===== src/rtl/usb_rx.sv =====
// USB full-speed receive front end and packet decoder.
//
// Oversamples the raw D+/D- pair, recovers bit timing from D+ transitions,
// NRZI-decodes and unstuffs the bit stream, then walks a packet through
// SYNC, PID, DATA and EOP. Data bytes (CRC included, unchecked) are pushed
// into the shared packet FIFO one byte at a time.
//
// Ports:
//   clk                  system clock
//   n_rst                asynchronous active-low reset
//   Dplus_in, Dminus_in  raw USB lines, asynchronous to clk
//   buffer_occupancy     current FIFO byte count (0..64)
//   rx_packet            PID nibble of the last good packet header
//   rx_packet_data       received data byte, LSB first on the wire
//   store_rx_packet_data one-cycle FIFO write strobe
//   rx_data_ready        one-cycle pulse on error-free end of packet
//   rx_transfer_active   high while a packet is being received
//   rx_error             sticky error flag, cleared by the next sync start

`timescale 1ns / 1ps

module usb_rx #(
    parameter int unsigned CLKS_PER_BIT = 8,
    parameter int unsigned SAMPLE_PHASE = 3
) (
    input  logic       clk,
    input  logic       n_rst,
    input  logic       Dplus_in,
    input  logic       Dminus_in,
    input  logic [6:0] buffer_occupancy,
    output logic [3:0] rx_packet,
    output logic [7:0] rx_packet_data,
    output logic       store_rx_packet_data,
    output logic       rx_data_ready,
    output logic       rx_transfer_active,
    output logic       rx_error
);

    localparam int unsigned PhW = (CLKS_PER_BIT > 1) ? $clog2(CLKS_PER_BIT) : 1;

    typedef enum logic [2:0] {
        StIdle,
        StSync,
        StPid,
        StData,
        StEop,
        StErr
    } state_e;

    // Line synchronizers and bit-timing recovery
    logic           dp_meta_q, dp_sync_q, dp_prev_q;
    logic           dm_meta_q, dm_sync_q;
    logic [PhW-1:0] phase_q;
    logic           resync;
    logic           sample;

    always_ff @(posedge clk or negedge n_rst) begin
        if (!n_rst) begin
            dp_meta_q <= 1'b1;
            dp_sync_q <= 1'b1;
            dp_prev_q <= 1'b1;
            dm_meta_q <= 1'b0;
            dm_sync_q <= 1'b0;
            phase_q   <= '0;
        end else begin
            dp_meta_q <= Dplus_in;
            dp_sync_q <= dp_meta_q;
            dp_prev_q <= dp_sync_q;
            dm_meta_q <= Dminus_in;
            dm_sync_q <= dm_meta_q;
            if (resync || (phase_q == PhW'(CLKS_PER_BIT - 1))) begin
                phase_q <= '0;
            end else begin
                phase_q <= phase_q + PhW'(1);
            end
        end
    end

    assign resync = (dp_sync_q != dp_prev_q);
    // A D+ edge re-centres the bit window, so it suppresses a coincident sample.
    assign sample = !resync && (phase_q == PhW'(SAMPLE_PHASE));

    // Decode state
    state_e     state_q;
    logic       last_dp_q;
    logic [2:0] ones_q;
    logic [7:0] shift_q;
    logic [2:0] bit_cnt_q;
    logic       eop_seen_q;
    logic [2:0] j_cnt_q;

    logic       se0, j_line, nrzi_bit;
    logic       in_packet, stuff_slot, stuff_err, bit_valid, byte_done;
    logic       se0_smp, sync_start, shift_en, pid_ok, enter_err;
    logic [7:0] shift_next;
    logic [2:0] ones_next;

    assign se0        = !dp_sync_q && !dm_sync_q;
    assign j_line     = dp_sync_q && !dm_sync_q;
    assign nrzi_bit   = (dp_sync_q == last_dp_q);
    assign in_packet  = (state_q == StSync) || (state_q == StPid) || (state_q == StData);
    assign stuff_slot = (ones_q == 3'd6);
    assign se0_smp    = sample && se0;
    assign stuff_err  = sample && !se0 && in_packet && stuff_slot && nrzi_bit;
    assign bit_valid  = sample && !se0 && in_packet && !stuff_slot;
    assign byte_done  = bit_valid && (bit_cnt_q == 3'd7);
    assign sync_start = (state_q == StIdle) && sample && !se0 && !nrzi_bit;
    assign shift_en   = bit_valid || sync_start;
    assign shift_next = {nrzi_bit, shift_q[7:1]};
    assign pid_ok     = (shift_next[3:0] == ~shift_next[7:4]);

    always_comb begin
        ones_next = 3'd0;
        if (!se0 && in_packet && !stuff_slot && nrzi_bit) begin
            ones_next = ones_q + 3'd1;
        end
    end

    always_comb begin
        enter_err = 1'b0;
        case (state_q)
            StSync:  enter_err = stuff_err || se0_smp || (byte_done && (shift_next != 8'h80));
            StPid:   enter_err = stuff_err || se0_smp || (byte_done && !pid_ok);
            StData:  enter_err = stuff_err || (se0_smp && (bit_cnt_q != 3'd0)) ||
                                 (byte_done && (buffer_occupancy >= 7'd64));
            StEop:   enter_err = sample && (eop_seen_q ? !j_line : !se0);
            default: enter_err = 1'b0;
        endcase
    end

    always_ff @(posedge clk or negedge n_rst) begin
        if (!n_rst) begin
            state_q              <= StIdle;
            last_dp_q            <= 1'b1;
            ones_q               <= '0;
            shift_q              <= '0;
            bit_cnt_q            <= '0;
            eop_seen_q           <= 1'b0;
            j_cnt_q              <= '0;
            rx_packet            <= 4'h0;
            rx_packet_data       <= 8'h00;
            store_rx_packet_data <= 1'b0;
            rx_data_ready        <= 1'b0;
            rx_transfer_active   <= 1'b0;
            rx_error             <= 1'b0;
        end else begin
            store_rx_packet_data <= 1'b0;
            rx_data_ready        <= 1'b0;

            if (sample) begin
                last_dp_q <= dp_sync_q;
                ones_q    <= ones_next;
            end
            if (shift_en) begin
                shift_q   <= shift_next;
                bit_cnt_q <= bit_cnt_q + 3'd1;
            end

            case (state_q)
                StIdle: begin
                    if (sync_start) begin
                        state_q            <= StSync;
                        rx_transfer_active <= 1'b1;
                        rx_error           <= 1'b0;
                    end
                end
                StSync: begin
                    if (byte_done) begin
                        state_q <= StPid;
                    end
                end
                StPid: begin
                    if (byte_done && pid_ok) begin
                        rx_packet <= shift_next[3:0];
                        state_q   <= StData;
                    end
                end
                StData: begin
                    if (se0_smp && (bit_cnt_q == 3'd0)) begin
                        state_q    <= StEop;
                        eop_seen_q <= 1'b0;
                    end else if (byte_done && (buffer_occupancy < 7'd64)) begin
                        rx_packet_data       <= shift_next;
                        store_rx_packet_data <= 1'b1;
                    end
                end
                StEop: begin
                    bit_cnt_q <= '0;
                    if (sample) begin
                        if (!eop_seen_q && se0) begin
                            eop_seen_q <= 1'b1;
                        end else if (eop_seen_q && j_line) begin
                            rx_data_ready      <= 1'b1;
                            rx_transfer_active <= 1'b0;
                            state_q            <= StIdle;
                        end
                    end
                end
                StErr: begin
                    bit_cnt_q <= '0;
                    if (sample) begin
                        if (j_line) begin
                            j_cnt_q <= j_cnt_q + 3'd1;
                            if (j_cnt_q == 3'd7) begin
                                state_q <= StIdle;
                            end
                        end else begin
                            j_cnt_q <= '0;
                        end
                    end
                end
                default: state_q <= StIdle;
            endcase

            // Error entry overrides any success transition decided above.
            if (enter_err) begin
                state_q            <= StErr;
                rx_error           <= 1'b1;
                rx_transfer_active <= 1'b0;
                j_cnt_q            <= '0;
            end
        end
    end

endmodule


===== config.mk =====
export PLATFORM = sky130hd
export DESIGN_NAME = usb_rx
export DESIGN_NICKNAME = d
export VERILOG_FILES = /design/src/rtl/usb_rx.sv
export SDC_FILE = /design/constraint.sdc
export NUM_CORES = 1
export LEC_CHECK = 0
export BUFFER_PORTS_ARGS = -buffer_cell sky130_fd_sc_hd__buf_2
export CORE_MARGIN = 10
export CORE_UTILIZATION = 52
export CTS_BUF_LIST = sky130_fd_sc_hd__clkbuf_16
export CTS_CLUSTER_DIAMETER = 40
export CTS_CLUSTER_SIZE = 28
export DETAILED_ROUTE_END_ITERATION = 6
export GPL_TIMING_DRIVEN = 0
export PLACE_DENSITY = 0.78
export REMOVE_ABC_BUFFERS = 1
export SYNTH_ARGS = -nofsm -noshare
export SYNTH_HDL_FRONTEND = slang
export SYNTH_SLANG_ARGS = --single-unit

===== constraint.sdc =====
create_clock -name clk -period 2.1 [get_ports clk]
set_input_delay 0.42 -clock clk [delete_from_list [all_inputs] [get_ports clk]]
set_output_delay 0.42 -clock clk [all_outputs]
set_load 0.01 [all_outputs]

==> impl_metrics.py <==
metrics = {
    "critical_path": {
        "crit_arrival_ns": 2.31,
        "timing.rr.end": "rx_error$_DFFE_PN0P_",
        "crit_family": "flip-flops",
        "path_max_fanout": 8,
        "start_kind": "register",
        "cpMaxStageDelayCell": "dfstp_4",
        "crit_required_ns": 2.26,
        "rr_worst_depth": 6,
        "end_kind": "register",
        "crit_type": "reg -> reg",
        "crit_buf_inv": 1,
        "crit-reg2reg-launch": "dp_sync_q$_DFF_PN1_",
        "reg2reg_setup_slack_ns": -0.05,
        "cp_cell_sequence": "xor3_1, nor4_4, nand2b_1, a2111o_1, buf_12, o21bai_1",
        "slowest_delay_ns": 0.68,
    },
    "sta": {
        "rsz0062_at_grt": "yes",
        "clock_skew_ns": 0.006249,
        "setup_viol": 14,
        "holdWs_ns": 0.2283,
        "worst_slack_ns": -0.04698,
        "worst_pin_slew_ns": 0.9761,
        "fin_crit_ns": 2.147,
        "slew_viol_final": 0,
        "period_share": 1.022,
        "hold_viol": 0,
        "tns_ns": -0.3299,
        "slew_headroom": 0.3493,
        "max_freq_mhz": 465.8,
    },
    "routing": {
        "ant_nets": 0,
        "drc": 0,
        "drtIter0Drc": 145,
        "wl_per_cell_um": 15.85,
        "vias": 1619,
        "wl_um": 4548,
        "viasPerCell": 5.641,
        "first_pass_iters": 4,
    },
    "synthesis": {
        "postSynthAreaPerCell_um2": 11.36,
        "syn_area_um2": 2295,
        "yosys-top-cells-area": "dfrtp_1, mux2_2, ha_1, dfstp_2, xnor2_1",
        "synth_top_family_by_area": "simple AND/OR/NAND/NOR gates",
        "synth_seq_area_share": 0.4929,
        "synth-simple-area-share": 0.1761,
        "synth_compound_area_frac": 0.09706,
        "synth-xor-area-share": 0.04417,
        "synth_ff_type": "dfrtp_1",
        "yosys_warnings": 0,
        "postSynthCellCount": 202,
        "ys_ff_latch": 45,
        "async_reset_ff_frac": 1.000,
        "synthMuxAreaShare": 0.09706,
        "synth_fa_ha_area_frac": 0.05453,
        "synth.distinct_cells": 47,
        "yosys.area.top_type_share": 0.4471,
        "synth-edff-count": 0,
        "yosys.area.top_type": "dfrtp_1",
    },
    "worst_hold_path": {
        "hp-start": "Dplus_in",
        "hold_path_depth": 1,
        "hold_class": "in -> reg",
        "min_to": "dp_meta_q$_DFF_PN1_",
    },
    "floorplanning": {
        "die_h_um": 86.43,
        "die_area_um2": 7470,
        "chipWidth_um": 86.43,
        "core_area_um2": 4324,
        "num_io_pins": 27,
        "initial_utilization": 0.5307,
        "num_rows": 24,
    },
    "power_and_ir_drop": {
        "powerDensity_nw_per_um2": 855.1,
        "swShare": 0.2755,
        "ir_drop_mv": 0.5845,
        "power_mw": 2.365,
        "p_int_mw": 1.714,
        "p_comb_frac": 0.163,
        "p_leak_nw": 1.310,
        "seq_power_share": 0.466,
        "clkPwrFrac": 0.371,
        "p_switching_mw": 0.6516,
    },
    "layout": {
        "utilization": 0.6398,
        "layout-drive-gt1-share": 0.3489,
        "fillers": 355,
        "final_nets": 255,
        "fin_area_um2": 2766,
        "area_growth_syn_to_layout_pct": 20.56,
        "stdcell_count": 287,
        "antenna-diode-count": 0,
    },
    "outcome": {
        "status": "finished with violations",
        "violations": "negative setup slack",
    },
    "global_route": {
        "grt_pass1_wl_um": 7900,
        "grt_util_all_layers": 0.1284,
        "overflow": 0,
        "grt_pass1_vias": 1655,
        "antenna_found_initial": 0,
        "grt_max_degree": 46,
    },
    "clock_tree": {
        "clkLatencyLatePin_ns": 0.29,
        "cts_tree": "yes",
        "cts.sinks": 45,
        "cts_inserted_buffers": 5,
        "htreeDepth": 2,
        "root_buffer": "clkbuf_16",
        "clk_path_buf_depth": 2,
        "clk_pin_slew_ns": 0.06,
    },
    "place": {
        "io_buffers": 20,
        "dp_cells": 267,
        "dpl_worst_slack_ns": -0.3514,
        "hpwl_um": 2957,
        "dpl_cell_area_um2": 2414,
        "routabilityCongestion": 0.8747,
    },
    "run": {
        "drv_cap": 0,
    },
}
## synthesized netlist by cell type (2+ instances only)
library cell	n
xnor2_1	6
nor2_1	13
a211oi_1	2
mux2i_1	2
mux2_2	18
a211o_1	2
nand3b_1	6
dfstp_2	4
nor3_1	4
dfrtp_1	41
buf_2	4
nand2b_1	5
inv_1	9
and2_1	3
ha_1	10
nand3_1	4
nand2_1	13
buf_6	2
nand4_1	2
o21ai_0	9
a2111oi_0	2
or3b_2	2
a21oi_1	7
o21bai_1	3
nor2b_1	6
a2111o_1	2
## layout make-up
class / count / area (um2) / area share
clock buffers: 5 / 125.1 / 0.04523
well taps: 52 / 65.06 / 0.02352
clock inverters: 3 / 42.54 / 0.01538
multi-input cells: 140 / 1154 / 0.4170
flip-flops and latches: 45 / 1136 / 0.4107
repair buffers: 33 / 210.2 / 0.07598
inverters: 9 / 33.78 / 0.01221
## cells in the final DEF, fill, tap and decap left out, types with 2 or more instances in the layout
master	count
nor3_1	3
o21bai_1	3
o21ai_1	3
clkbuf_16	5
a21oi_1	7
and2_1	3
buf_2	20
dfstp_2	3
buf_4	12
a2111o_1	2
nand4_1	2
ha_1	7
nand3b_1	6
nand2_1	13
ha_4	2
dfrtp_1	40
mux2_2	18
nor2b_1	6
nand3_1	4
a211oi_1	2
xnor2_1	6
o21ai_0	5
nand2b_1	5
a211o_1	2
inv_1	10
nor2_1	12
or3b_2	2
## worst max path at each step
stage	cells past startpoint	slack, ns	from	endpoint
after global placement	4	-0.73	dp_sync_q$_DFF_PN1_	shift_q[5]$_DFFE_PN0P_
after floorplan	4	-0.24	dp_sync_q$_DFF_PN1_	shift_q[1]$_DFFE_PN0P_
after detailed placement	5	-0.35	dp_sync_q$_DFF_PN1_	state_q[2]$_DFFE_PN0P_
final	6	-0.05	dp_sync_q$_DFF_PN1_	rx_error$_DFFE_PN0P_
after global routing	6	-0.15	dp_sync_q$_DFF_PN1_	rx_error$_DFFE_PN0P_
after CTS	6	-0.03	dp_sync_q$_DFF_PN1_	rx_error$_DFFE_PN0P_
## logic make-up after synthesis
| kind of cell | after synthesis |
|---|---|
| AND/OR/NAND/NOR | 69 |
| flip-flops | 45 |
| adder cells (fa/ha/maj) | 10 |
| buffers and inverters | 17 |
| multiplexers | 20 |
| XOR/XNOR | 9 |
| AO/OA/AOI/OAI | 32 |
## sequential cells by signal, summed over array words and instances (netlist names), 3 cells and up
name / cells
rx_packet_data: 8
shift_q: 7
rx_packet: 4
bit_cnt_q: 3
j_cnt_q: 3
ones_q: 3
phase_q: 3
state_q: 3
## worst register-to-register path: stages, from the launching register on
cell and delay [ns]:
dfstp_4 0.68, xor3_1 0.27, nor4_4 0.25, nand2b_1 0.12, a2111o_1 0.41, buf_12 0.15, o21bai_1 0.15
## power groups by stage
stage | logic [mW] | registers, mW | clock network (mW)
after floorplan | 0.252 | 1.08 | 0
after global placement | 0.325 | 1.11 | 0
after detailed placement | 0.340 | 1.11 | 0
after CTS | 0.368 | 1.10 | 0.884
after global routing | 0.445 | 1.12 | 0.926
final | 0.386 | 1.10 | 0.877
## timing repair
action                                 in CTS  in global routing
endpoints found under the hold margin       0                  0
hold buffers                                0                  0
buffers inserted                            8                  4
pin swaps                                   7                  0
setup endpoints to repair                  28                 32
gates resized for setup                    12                  9
## layer usage
layer / up-vias / wire length [um] / GRT usage
met3: 3 / 200 / 0.03659
met5: - / 0 / 0
met1: 804 / 2038 / 0.1556
li1: 779 / - / -
met2: 33 / 2266 / 0.2168
met4: 0 / 42 / 0.03535
Note: power is estimated with default switching activity, not from simulation.
